File: src/rtl/ex_dispatch_pkg.sv
// Shared definitions for the step-counter dispatch block: function codes,
// FSM states, weight register indices and data widths.
package ex_dispatch_pkg;

    localparam int DATA_W      = 10;
    localparam int FUNCT_W     = 3;
    localparam int IDX_W       = 3;
    localparam int CMD_W       = 20;
    localparam int NUM_WEIGHTS = 6;

    localparam logic [FUNCT_W-1:0] FN_RESET  = 3'd0;
    localparam logic [FUNCT_W-1:0] FN_COUNT  = 3'd1;
    localparam logic [FUNCT_W-1:0] FN_UPDATE = 3'd2;

    localparam logic [IDX_W-1:0] IDX_THETA1_1 = 3'd0;
    localparam logic [IDX_W-1:0] IDX_THETA1_2 = 3'd1;
    localparam logic [IDX_W-1:0] IDX_THETA2_1 = 3'd2;
    localparam logic [IDX_W-1:0] IDX_THETA2_2 = 3'd3;
    localparam logic [IDX_W-1:0] IDX_ALPHA1   = 3'd4;
    localparam logic [IDX_W-1:0] IDX_ALPHA2   = 3'd5;

    typedef enum logic [1:0] {
        ST_IDLE   = 2'd0,
        ST_ISSUE  = 2'd1,
        ST_WAIT   = 2'd2,
        ST_RETIRE = 2'd3
    } state_e;

    function automatic logic idx_valid(input logic [IDX_W-1:0] idx);
        return (idx <= IDX_ALPHA2);
    endfunction

endpackage

File: src/rtl/ex_dispatch_if.sv
// Command and execute-block signal bundle for ex_dispatch; slave is the
// dispatcher side, master is the command source / execute-block side.
interface ex_dispatch_if #(parameter int CNT_W = 16);
    import ex_dispatch_pkg::*;

    logic                 cmd_valid;
    logic                 cmd_ready;
    logic [FUNCT_W-1:0]   cmd_funct;
    logic [CMD_W-1:0]     cmd_data;
    logic [DATA_W-1:0]    ex_A;
    logic [DATA_W-1:0]    ex_B;
    logic [FUNCT_W-1:0]   ex_funct;
    logic [DATA_W-1:0]    ex_theta1_1;
    logic [DATA_W-1:0]    ex_theta1_2;
    logic [DATA_W-1:0]    ex_theta2_1;
    logic [DATA_W-1:0]    ex_theta2_2;
    logic [DATA_W-1:0]    ex_alpha1;
    logic [DATA_W-1:0]    ex_alpha2;
    logic                 ex_valid;
    logic                 ex_step;
    logic [CNT_W-1:0]     step_count;
    logic                 err;

    modport slave (
        input  cmd_valid, cmd_funct, cmd_data, ex_step,
        output cmd_ready, ex_A, ex_B, ex_funct,
               ex_theta1_1, ex_theta1_2, ex_theta2_1, ex_theta2_2, ex_alpha1, ex_alpha2,
               ex_valid, step_count, err
    );

    modport master (
        output cmd_valid, cmd_funct, cmd_data, ex_step,
        input  cmd_ready, ex_A, ex_B, ex_funct,
               ex_theta1_1, ex_theta1_2, ex_theta2_1, ex_theta2_2, ex_alpha1, ex_alpha2,
               ex_valid, step_count, err
    );

endinterface

File: src/rtl/ex_weight_regs.sv
// Six 10-bit classifier weight registers with an indexed write port;
// out-of-range indices are dropped and flagged on wr_err.
module ex_weight_regs
    import ex_dispatch_pkg::*;
(
    input  logic              clk,
    input  logic              rst_n,
    input  logic              wr_en,
    input  logic [IDX_W-1:0]  wr_idx,
    input  logic [DATA_W-1:0] wr_data,
    output logic [DATA_W-1:0] theta1_1,
    output logic [DATA_W-1:0] theta1_2,
    output logic [DATA_W-1:0] theta2_1,
    output logic [DATA_W-1:0] theta2_2,
    output logic [DATA_W-1:0] alpha1,
    output logic [DATA_W-1:0] alpha2,
    output logic              wr_err
);

    logic [DATA_W-1:0] theta1_1_r;
    logic [DATA_W-1:0] theta1_2_r;
    logic [DATA_W-1:0] theta2_1_r;
    logic [DATA_W-1:0] theta2_2_r;
    logic [DATA_W-1:0] alpha1_r;
    logic [DATA_W-1:0] alpha2_r;

    // Indexed weight write; reset clears every weight.
    always_ff @(posedge clk or negedge rst_n) begin
        if (!rst_n) begin
            theta1_1_r <= 10'd0;
            theta1_2_r <= 10'd0;
            theta2_1_r <= 10'd0;
            theta2_2_r <= 10'd0;
            alpha1_r   <= 10'd0;
            alpha2_r   <= 10'd0;
        end else if (wr_en) begin
            case (wr_idx)
                IDX_THETA1_1: theta1_1_r <= wr_data;
                IDX_THETA1_2: theta1_2_r <= wr_data;
                IDX_THETA2_1: theta2_1_r <= wr_data;
                IDX_THETA2_2: theta2_2_r <= wr_data;
                IDX_ALPHA1:   alpha1_r   <= wr_data;
                IDX_ALPHA2:   alpha2_r   <= wr_data;
                default: begin
                end
            endcase
        end
    end

    assign wr_err   = wr_en && !idx_valid(wr_idx);
    assign theta1_1 = theta1_1_r;
    assign theta1_2 = theta1_2_r;
    assign theta2_1 = theta2_1_r;
    assign theta2_2 = theta2_2_r;
    assign alpha1   = alpha1_r;
    assign alpha2   = alpha2_r;

endmodule

File: src/rtl/ex_dispatch.sv
// Command dispatcher for the step classifier: issues count samples to the
// execute block, retires edge-detected results into a saturating counter.
module ex_dispatch
    import ex_dispatch_pkg::*;
#(
    parameter int EX_LAT = 1,
    parameter int CNT_W  = 16
) (
    input  logic        clk,
    input  logic        rst_n,
    ex_dispatch_if.slave bus
);

    localparam int                WAIT_W    = (EX_LAT > 1) ? $clog2(EX_LAT) : 1;
    localparam logic [WAIT_W-1:0] WAIT_LAST = WAIT_W'((EX_LAT > 1) ? (EX_LAT - 2) : 0);
    localparam logic              HAS_WAIT  = (EX_LAT > 1);
    localparam logic [CNT_W-1:0]  CNT_MAX   = {CNT_W{1'b1}};

    state_e               state_r;
    state_e               state_next_s;
    logic [WAIT_W-1:0]    wait_cnt_r;
    logic [WAIT_W-1:0]    wait_cnt_next_s;
    logic [DATA_W-1:0]    ex_a_r;
    logic [DATA_W-1:0]    ex_b_r;
    logic [FUNCT_W-1:0]   ex_funct_r;
    logic                 ex_valid_r;
    logic                 cmd_ready_r;
    logic [CNT_W-1:0]     step_count_r;
    logic                 prev_step_r;
    logic                 err_r;
    logic                 accept_s;
    logic                 wr_en_s;
    logic                 wr_err_s;
    logic                 cmd_data_unused_s;

    assign accept_s          = bus.cmd_valid && (state_r == ST_IDLE);
    assign wr_en_s           = accept_s && (bus.cmd_funct == FN_UPDATE);
    assign cmd_data_unused_s = ^bus.cmd_data[CMD_W-1:13];

    // Next-state logic; only a count command leaves IDLE.
    always_comb begin
        state_next_s    = state_r;
        wait_cnt_next_s = wait_cnt_r;
        case (state_r)
            ST_IDLE: begin
                if (accept_s && (bus.cmd_funct == FN_COUNT)) begin
                    state_next_s = ST_ISSUE;
                end else begin
                    state_next_s = ST_IDLE;
                end
            end
            ST_ISSUE: begin
                wait_cnt_next_s = {WAIT_W{1'b0}};
                if (HAS_WAIT) begin
                    state_next_s = ST_WAIT;
                end else begin
                    state_next_s = ST_RETIRE;
                end
            end
            ST_WAIT: begin
                if (wait_cnt_r == WAIT_LAST) begin
                    state_next_s = ST_RETIRE;
                end else begin
                    wait_cnt_next_s = wait_cnt_r + WAIT_W'(1);
                end
            end
            ST_RETIRE: begin
                state_next_s = ST_IDLE;
            end
            default: begin
                state_next_s = ST_IDLE;
            end
        endcase
    end

    // State, handshake strobes, command datapath and result retirement.
    always_ff @(posedge clk or negedge rst_n) begin
        if (!rst_n) begin
            state_r      <= ST_IDLE;
            wait_cnt_r   <= {WAIT_W{1'b0}};
            ex_a_r       <= 10'd0;
            ex_b_r       <= 10'd0;
            ex_funct_r   <= FN_RESET;
            ex_valid_r   <= 1'b0;
            cmd_ready_r  <= 1'b1;
            step_count_r <= {CNT_W{1'b0}};
            prev_step_r  <= 1'b0;
            err_r        <= 1'b0;
        end else begin
            state_r     <= state_next_s;
            wait_cnt_r  <= wait_cnt_next_s;
            ex_valid_r  <= (state_next_s == ST_ISSUE);
            cmd_ready_r <= (state_next_s == ST_IDLE);
            if (accept_s) begin
                case (bus.cmd_funct)
                    FN_RESET: begin
                        step_count_r <= {CNT_W{1'b0}};
                        prev_step_r  <= 1'b0;
                        ex_funct_r   <= FN_RESET;
                    end
                    FN_COUNT: begin
                        ex_a_r     <= bus.cmd_data[9:0];
                        ex_b_r     <= bus.cmd_data[19:10];
                        ex_funct_r <= FN_COUNT;
                    end
                    FN_UPDATE: begin
                        if (wr_err_s) begin
                            err_r <= 1'b1;
                        end else begin
                            ex_funct_r <= FN_UPDATE;
                        end
                    end
                    default: begin
                        err_r <= 1'b1;
                    end
                endcase
            end else if (state_r == ST_RETIRE) begin
                // Count only rising edges of the classifier output, saturating.
                if (bus.ex_step && !prev_step_r && (step_count_r != CNT_MAX)) begin
                    step_count_r <= step_count_r + CNT_W'(1);
                end
                prev_step_r <= bus.ex_step;
            end
        end
    end

    ex_weight_regs u_weight_regs (
        .clk      (clk),
        .rst_n    (rst_n),
        .wr_en    (wr_en_s),
        .wr_idx   (bus.cmd_data[12:10]),
        .wr_data  (bus.cmd_data[9:0]),
        .theta1_1 (bus.ex_theta1_1),
        .theta1_2 (bus.ex_theta1_2),
        .theta2_1 (bus.ex_theta2_1),
        .theta2_2 (bus.ex_theta2_2),
        .alpha1   (bus.ex_alpha1),
        .alpha2   (bus.ex_alpha2),
        .wr_err   (wr_err_s)
    );

    assign bus.cmd_ready  = cmd_ready_r;
    assign bus.ex_A       = ex_a_r;
    assign bus.ex_B       = ex_b_r;
    assign bus.ex_funct   = ex_funct_r;
    assign bus.ex_valid   = ex_valid_r;
    assign bus.step_count = step_count_r;
    assign bus.err        = err_r;

endmodule

File: src/flat_wrapper.sv
// flat-port wrapper written by rule: the top's interface ports become plain ports
module ex_dispatch_flat import ex_dispatch_pkg::*;
#(
    parameter int EX_LAT = 1,
    parameter int CNT_W  = 16
)
  (clk, rst_n, bus_cmd_valid, bus_cmd_funct, bus_cmd_data, bus_ex_step, bus_cmd_ready, bus_ex_A, bus_ex_B, bus_ex_funct, bus_ex_theta1_1, bus_ex_theta1_2, bus_ex_theta2_1, bus_ex_theta2_2, bus_ex_alpha1, bus_ex_alpha2, bus_ex_valid, bus_step_count, bus_err);
  ex_dispatch_if #(.CNT_W(CNT_W)) bus_i ();
  input  logic clk;
  input  logic rst_n;
  input wire logic [$bits(bus_i.cmd_valid)-1:0] bus_cmd_valid;
  input wire logic [$bits(bus_i.cmd_funct)-1:0] bus_cmd_funct;
  input wire logic [$bits(bus_i.cmd_data)-1:0] bus_cmd_data;
  input wire logic [$bits(bus_i.ex_step)-1:0] bus_ex_step;
  output wire logic [$bits(bus_i.cmd_ready)-1:0] bus_cmd_ready;
  output wire logic [$bits(bus_i.ex_A)-1:0] bus_ex_A;
  output wire logic [$bits(bus_i.ex_B)-1:0] bus_ex_B;
  output wire logic [$bits(bus_i.ex_funct)-1:0] bus_ex_funct;
  output wire logic [$bits(bus_i.ex_theta1_1)-1:0] bus_ex_theta1_1;
  output wire logic [$bits(bus_i.ex_theta1_2)-1:0] bus_ex_theta1_2;
  output wire logic [$bits(bus_i.ex_theta2_1)-1:0] bus_ex_theta2_1;
  output wire logic [$bits(bus_i.ex_theta2_2)-1:0] bus_ex_theta2_2;
  output wire logic [$bits(bus_i.ex_alpha1)-1:0] bus_ex_alpha1;
  output wire logic [$bits(bus_i.ex_alpha2)-1:0] bus_ex_alpha2;
  output wire logic [$bits(bus_i.ex_valid)-1:0] bus_ex_valid;
  output wire logic [$bits(bus_i.step_count)-1:0] bus_step_count;
  output wire logic [$bits(bus_i.err)-1:0] bus_err;
  assign bus_i.cmd_valid = bus_cmd_valid;
  assign bus_i.cmd_funct = bus_cmd_funct;
  assign bus_i.cmd_data = bus_cmd_data;
  assign bus_i.ex_step = bus_ex_step;
  assign bus_cmd_ready = bus_i.cmd_ready;
  assign bus_ex_A = bus_i.ex_A;
  assign bus_ex_B = bus_i.ex_B;
  assign bus_ex_funct = bus_i.ex_funct;
  assign bus_ex_theta1_1 = bus_i.ex_theta1_1;
  assign bus_ex_theta1_2 = bus_i.ex_theta1_2;
  assign bus_ex_theta2_1 = bus_i.ex_theta2_1;
  assign bus_ex_theta2_2 = bus_i.ex_theta2_2;
  assign bus_ex_alpha1 = bus_i.ex_alpha1;
  assign bus_ex_alpha2 = bus_i.ex_alpha2;
  assign bus_ex_valid = bus_i.ex_valid;
  assign bus_step_count = bus_i.step_count;
  assign bus_err = bus_i.err;
  ex_dispatch #(.EX_LAT(EX_LAT), .CNT_W(CNT_W)) u_core (.clk(clk), .rst_n(rst_n), .bus(bus_i));
endmodule
File: config.mk
export PLATFORM = sky130hd
export DESIGN_NAME = ex_dispatch_flat
export DESIGN_NICKNAME = d
export VERILOG_FILES = /design/src/rtl/ex_dispatch_pkg.sv /design/src/rtl/ex_dispatch_if.sv /design/src/rtl/ex_weight_regs.sv /design/src/rtl/ex_dispatch.sv /design/src/flat_wrapper.sv
export SDC_FILE = /design/constraint.sdc
export NUM_CORES = 1
export LEC_CHECK = 0
export ABC_AREA = 1
export CAP_MARGIN = 20
export CORE_UTILIZATION = 48
export CTS_CLUSTER_DIAMETER = 40
export DETAILED_ROUTE_END_ITERATION = 16
export PLACE_DENSITY = 0.78
export SKIP_CTS_REPAIR_TIMING = 1
export SLEW_MARGIN = 20
export SYNTH_ARGS = -nofsm -noshare
export SYNTH_HDL_FRONTEND = slang
export SYNTH_HIERARCHICAL = 1
export SYNTH_SLANG_ARGS = --single-unit
File: constraint.sdc
create_clock -name clk -period 2.1 [get_ports clk]
set_clock_uncertainty 0.1 [all_clocks]
set_input_delay 0.42 -clock clk [delete_from_list [all_inputs] [get_ports clk]]
set_output_delay 0.42 -clock clk [all_outputs]
set_load 0.01 [all_outputs]
==> reports/qor.txt <==
Status: complete, no violations
CTS tree: yes
Pwr dens: 937 nW/um^2
Final WL: 12,300 um
Critical Path Sink Type: output port
Worst hold path endpoint: u_core/bus.err$_DFFE_PN0P_
Detailed-route via count: 4,159
Syn Nets: 553
Fin area: 6430 um^2
Ranking of synthesized cells by area: dfrtp_1 55%, nand2_1 16%, nand3_1 7.4%
Max clock buf depth: 2
Area leader, netlist: dfrtp_1
Setup CP Type: reg2out
Synth Cell Area: 4680 um^2
Required @ worst endpoint: 1580 ps
RSZ-0062 raised after global routing: false
Mux cell area share after synthesis: 4.81%
Critical Path Stages: 1
Maximum vdd drop: 0.683 mV
Clock latency on the worst-skew pair: 380 ps
Clk root buf: clkbuf_8
Lkg Pwr: 3.16 nW
Post-synth top area share: 55.1%
Met2 routed WL: 5990 um
Htree depth: 3
Netlist cell types: 30
Syn Area/Cell: 8.95 um^2
TritonCTS buffer count: 9
Worst hold path stage count: 1
Port Buf Inserts: 127
Initial Util: 50.2%
Post-DP HPWL: 8970 um
Largest family of logic cells by synthesized area: simple AND/OR/NAND/NOR gates
Post-synth EDFFs: 0
Layout cell share with drive strength beyond 1: 12.4%
Fmax: 0.512 GHz
Cell chain of the critical path: clkdlybuf4s50_1
Synth Area in Compound Gates: 2.92%
Initial antenna violation count: 0
Sequential share of the synthesized area: 55.7%
Cells after DPL: 787
DRT iter0 DRCs: 219
First-pass GRT wire length: 20,000 um
WP data arrival: 1430 ps
Core area: 9330 um^2
Reg2reg path depth: 10
Final Setup Violations: 0
Ant. Diodes: 0
Placed cell area: 6200 um^2
Worst hold margin: 368 ps
R2r endpoint: u_core/u_weight_regs/theta2_1[2]$_DFFE_PN0P_
DRC Markers: 0
Tot GR Track Use: 25.8%
Crit-path leading delay family: flip-flops
P&R area growth vs syn: 37.4%
M1 WL: 5320 um
Clk sink count: 104
Chip Width: 101 um
Row count: 35
Count leader, synth: nand2_1
Post-synth top cells: 205 x nand2_1, 103 x dfrtp_1, 69 x nand3_1
Met3 WL: 837 um
Layout net count: 700
XOR/XNOR Fraction of Synth Area: 0.562%
CP max stage cell: dfstp_2
DR WL/cell: 15.3 um
Post-Synth Simple-Gate Area: 29.9%
Max-slew violations: 0
Via/cell ratio: 5.17
Crit path launch type: flip-flop
Max-Cap Viols: 0
Grt ovf: 0
Min-Delay Path Class: reg2reg
Cell Count, Final, Fillers Out: 804
Highest metal layer with signal wires: met4
DIE AREA: 10,100 um^2
FF-to-FF Start: u_core/state_r[0]$_DFF_PN0_
Ys flop type: dfrtp_1
Area share of fa/ha/maj cells after synthesis: 0.802%
Buf/Inv on CP: 1
Post-DRT Antenna Nets: 0
Filler instances: 753
GPL Wtd Cong: 0.882
Fin Setup TNS: 0 ps
Vias in the first global route: 4,053
Worst path max stage delay: 530 ps
DR pass1 iterations: 5
Post-synthesis async set-or-reset flop share: 100%
Final hold vios: 0
Crit share post-route: 93.0%
Period minus WS final: 1950 ps
Synthesized instance count: 523
Clk pin slew, worst setup/hold paths: 120 ps
Final Util: 68.9%
Flops & latches, synth: 104
Largest net degree at the start of global routing: 31
Chip height: 101 um
Reg2reg setup slack: 160 ps
IO Pins: 129
Yosys warnings: 6
Maximum net fanout on the critical path: 1
Hold_sp: u_core/bus.err$_DFFE_PN0P_
[layer usage]
metal / up-vias / GRT usage, %
met1: 1988 / 34.9
met5: - / 0
li1: 1964 / -
met4: 0 / 10.6
met2: 188 / 40.7
met3: 19 / 5.69
[cell type report]
| type | instances | area [um^2] | share of cell area [%] |
|---|---|---|---|
| Clock buffer | 9 | 124 | 1.93 |
| Clock inverter | 7 | 93.8 | 1.46 |
| Inverter | 29 | 109 | 1.69 |
| Multi-Input combinational cell | 374 | 1830 | 28.4 |
| Sequential cell | 104 | 2600 | 40.5 |
| Tap cell | 129 | 161 | 2.51 |
| Timing Repair Buffer | 152 | 1510 | 23.5 |
[cells in the final DEF, fill, tap and decap left out, types with 9 or more instances in the layout]
cell / count
nand2_1: 205
clkdlybuf4s50_1: 126
dfrtp_1: 103
nand3_1: 69
nor2_1: 29
inv_1: 26
buf_4: 21
mux2_2: 18
nand2_2: 10
clkbuf_8: 9
[worst max-delay path by stage]
| stage | start | end | slack (ps) |
|---|---|---|---|
| finish | u_core/bus.cmd_ready$_DFF_PN1_ | bus_cmd_ready | 150 |
| global route | u_core/state_r[1]$_DFF_PN0_ | u_core/u_weight_regs/theta2_1[2]$_DFFE_PN0P_ | 6 |
| CTS | u_core/bus.step_count[7]$_DFFE_PN0P_ | bus_step_count[7] | 130 |
| detailed placement | bus_cmd_funct[1] | u_core/u_weight_regs/theta2_1[2]$_DFFE_PN0P_ | -130 |
| global placement | bus_cmd_funct[1] | u_core/bus.ex_funct[0]$_DFFE_PN0P_ | -90 |
| floorplan | u_core/state_r[0]$_DFF_PN0_ | u_core/bus.ex_A[2]$_DFFE_PN0P_ | 430 |
[stage by stage]
stage / setup slack [ps] / power, W
5_1_grt: 5.63 / 0.00636
3_5_place_dp: -134 / 0.00476
4_1_cts: 131 / 0.00606
3_3_place_gp: -91.0 / 0.00469
6_report: 148 / 0.00603
2_1_floorplan: 432 / 0.00354
[power by group]
part           total, W  internal (W)  switching, W  leakage, nW
Sequential      0.00270       0.00244      0.000265         1.39
Clock           0.00129      0.000491      0.000799        0.107
Combinational   0.00203       0.00110      0.000932         1.67
Total           0.00603       0.00403       0.00200         3.16
[cells by family after synthesis]
kind of cell | after synthesis
compound gates | 21
simple gates | 326
flops | 104
buf+inv | 45
fa+ha+maj | 3
mux | 20
xor+xnor | 3
other cells | 1
[sequential cells by signal (all words and copies together), names as in the netlist, 2 cells and up]
signal / cells
u_core/bus.ex_A: 10
u_core/bus.step_count: 16
u_core/u_weight_regs/theta2_2: 10
u_core/bus.ex_funct: 2
u_core/u_weight_regs/theta1_1: 10
u_core/state_r: 2
u_core/bus.ex_B: 10
u_core/u_weight_regs/theta1_2: 10
u_core/u_weight_regs/alpha1: 10
u_core/u_weight_regs/theta2_1: 10
u_core/u_weight_regs/alpha2: 10
No activity file was read; power rests on OpenSTA's default activity.
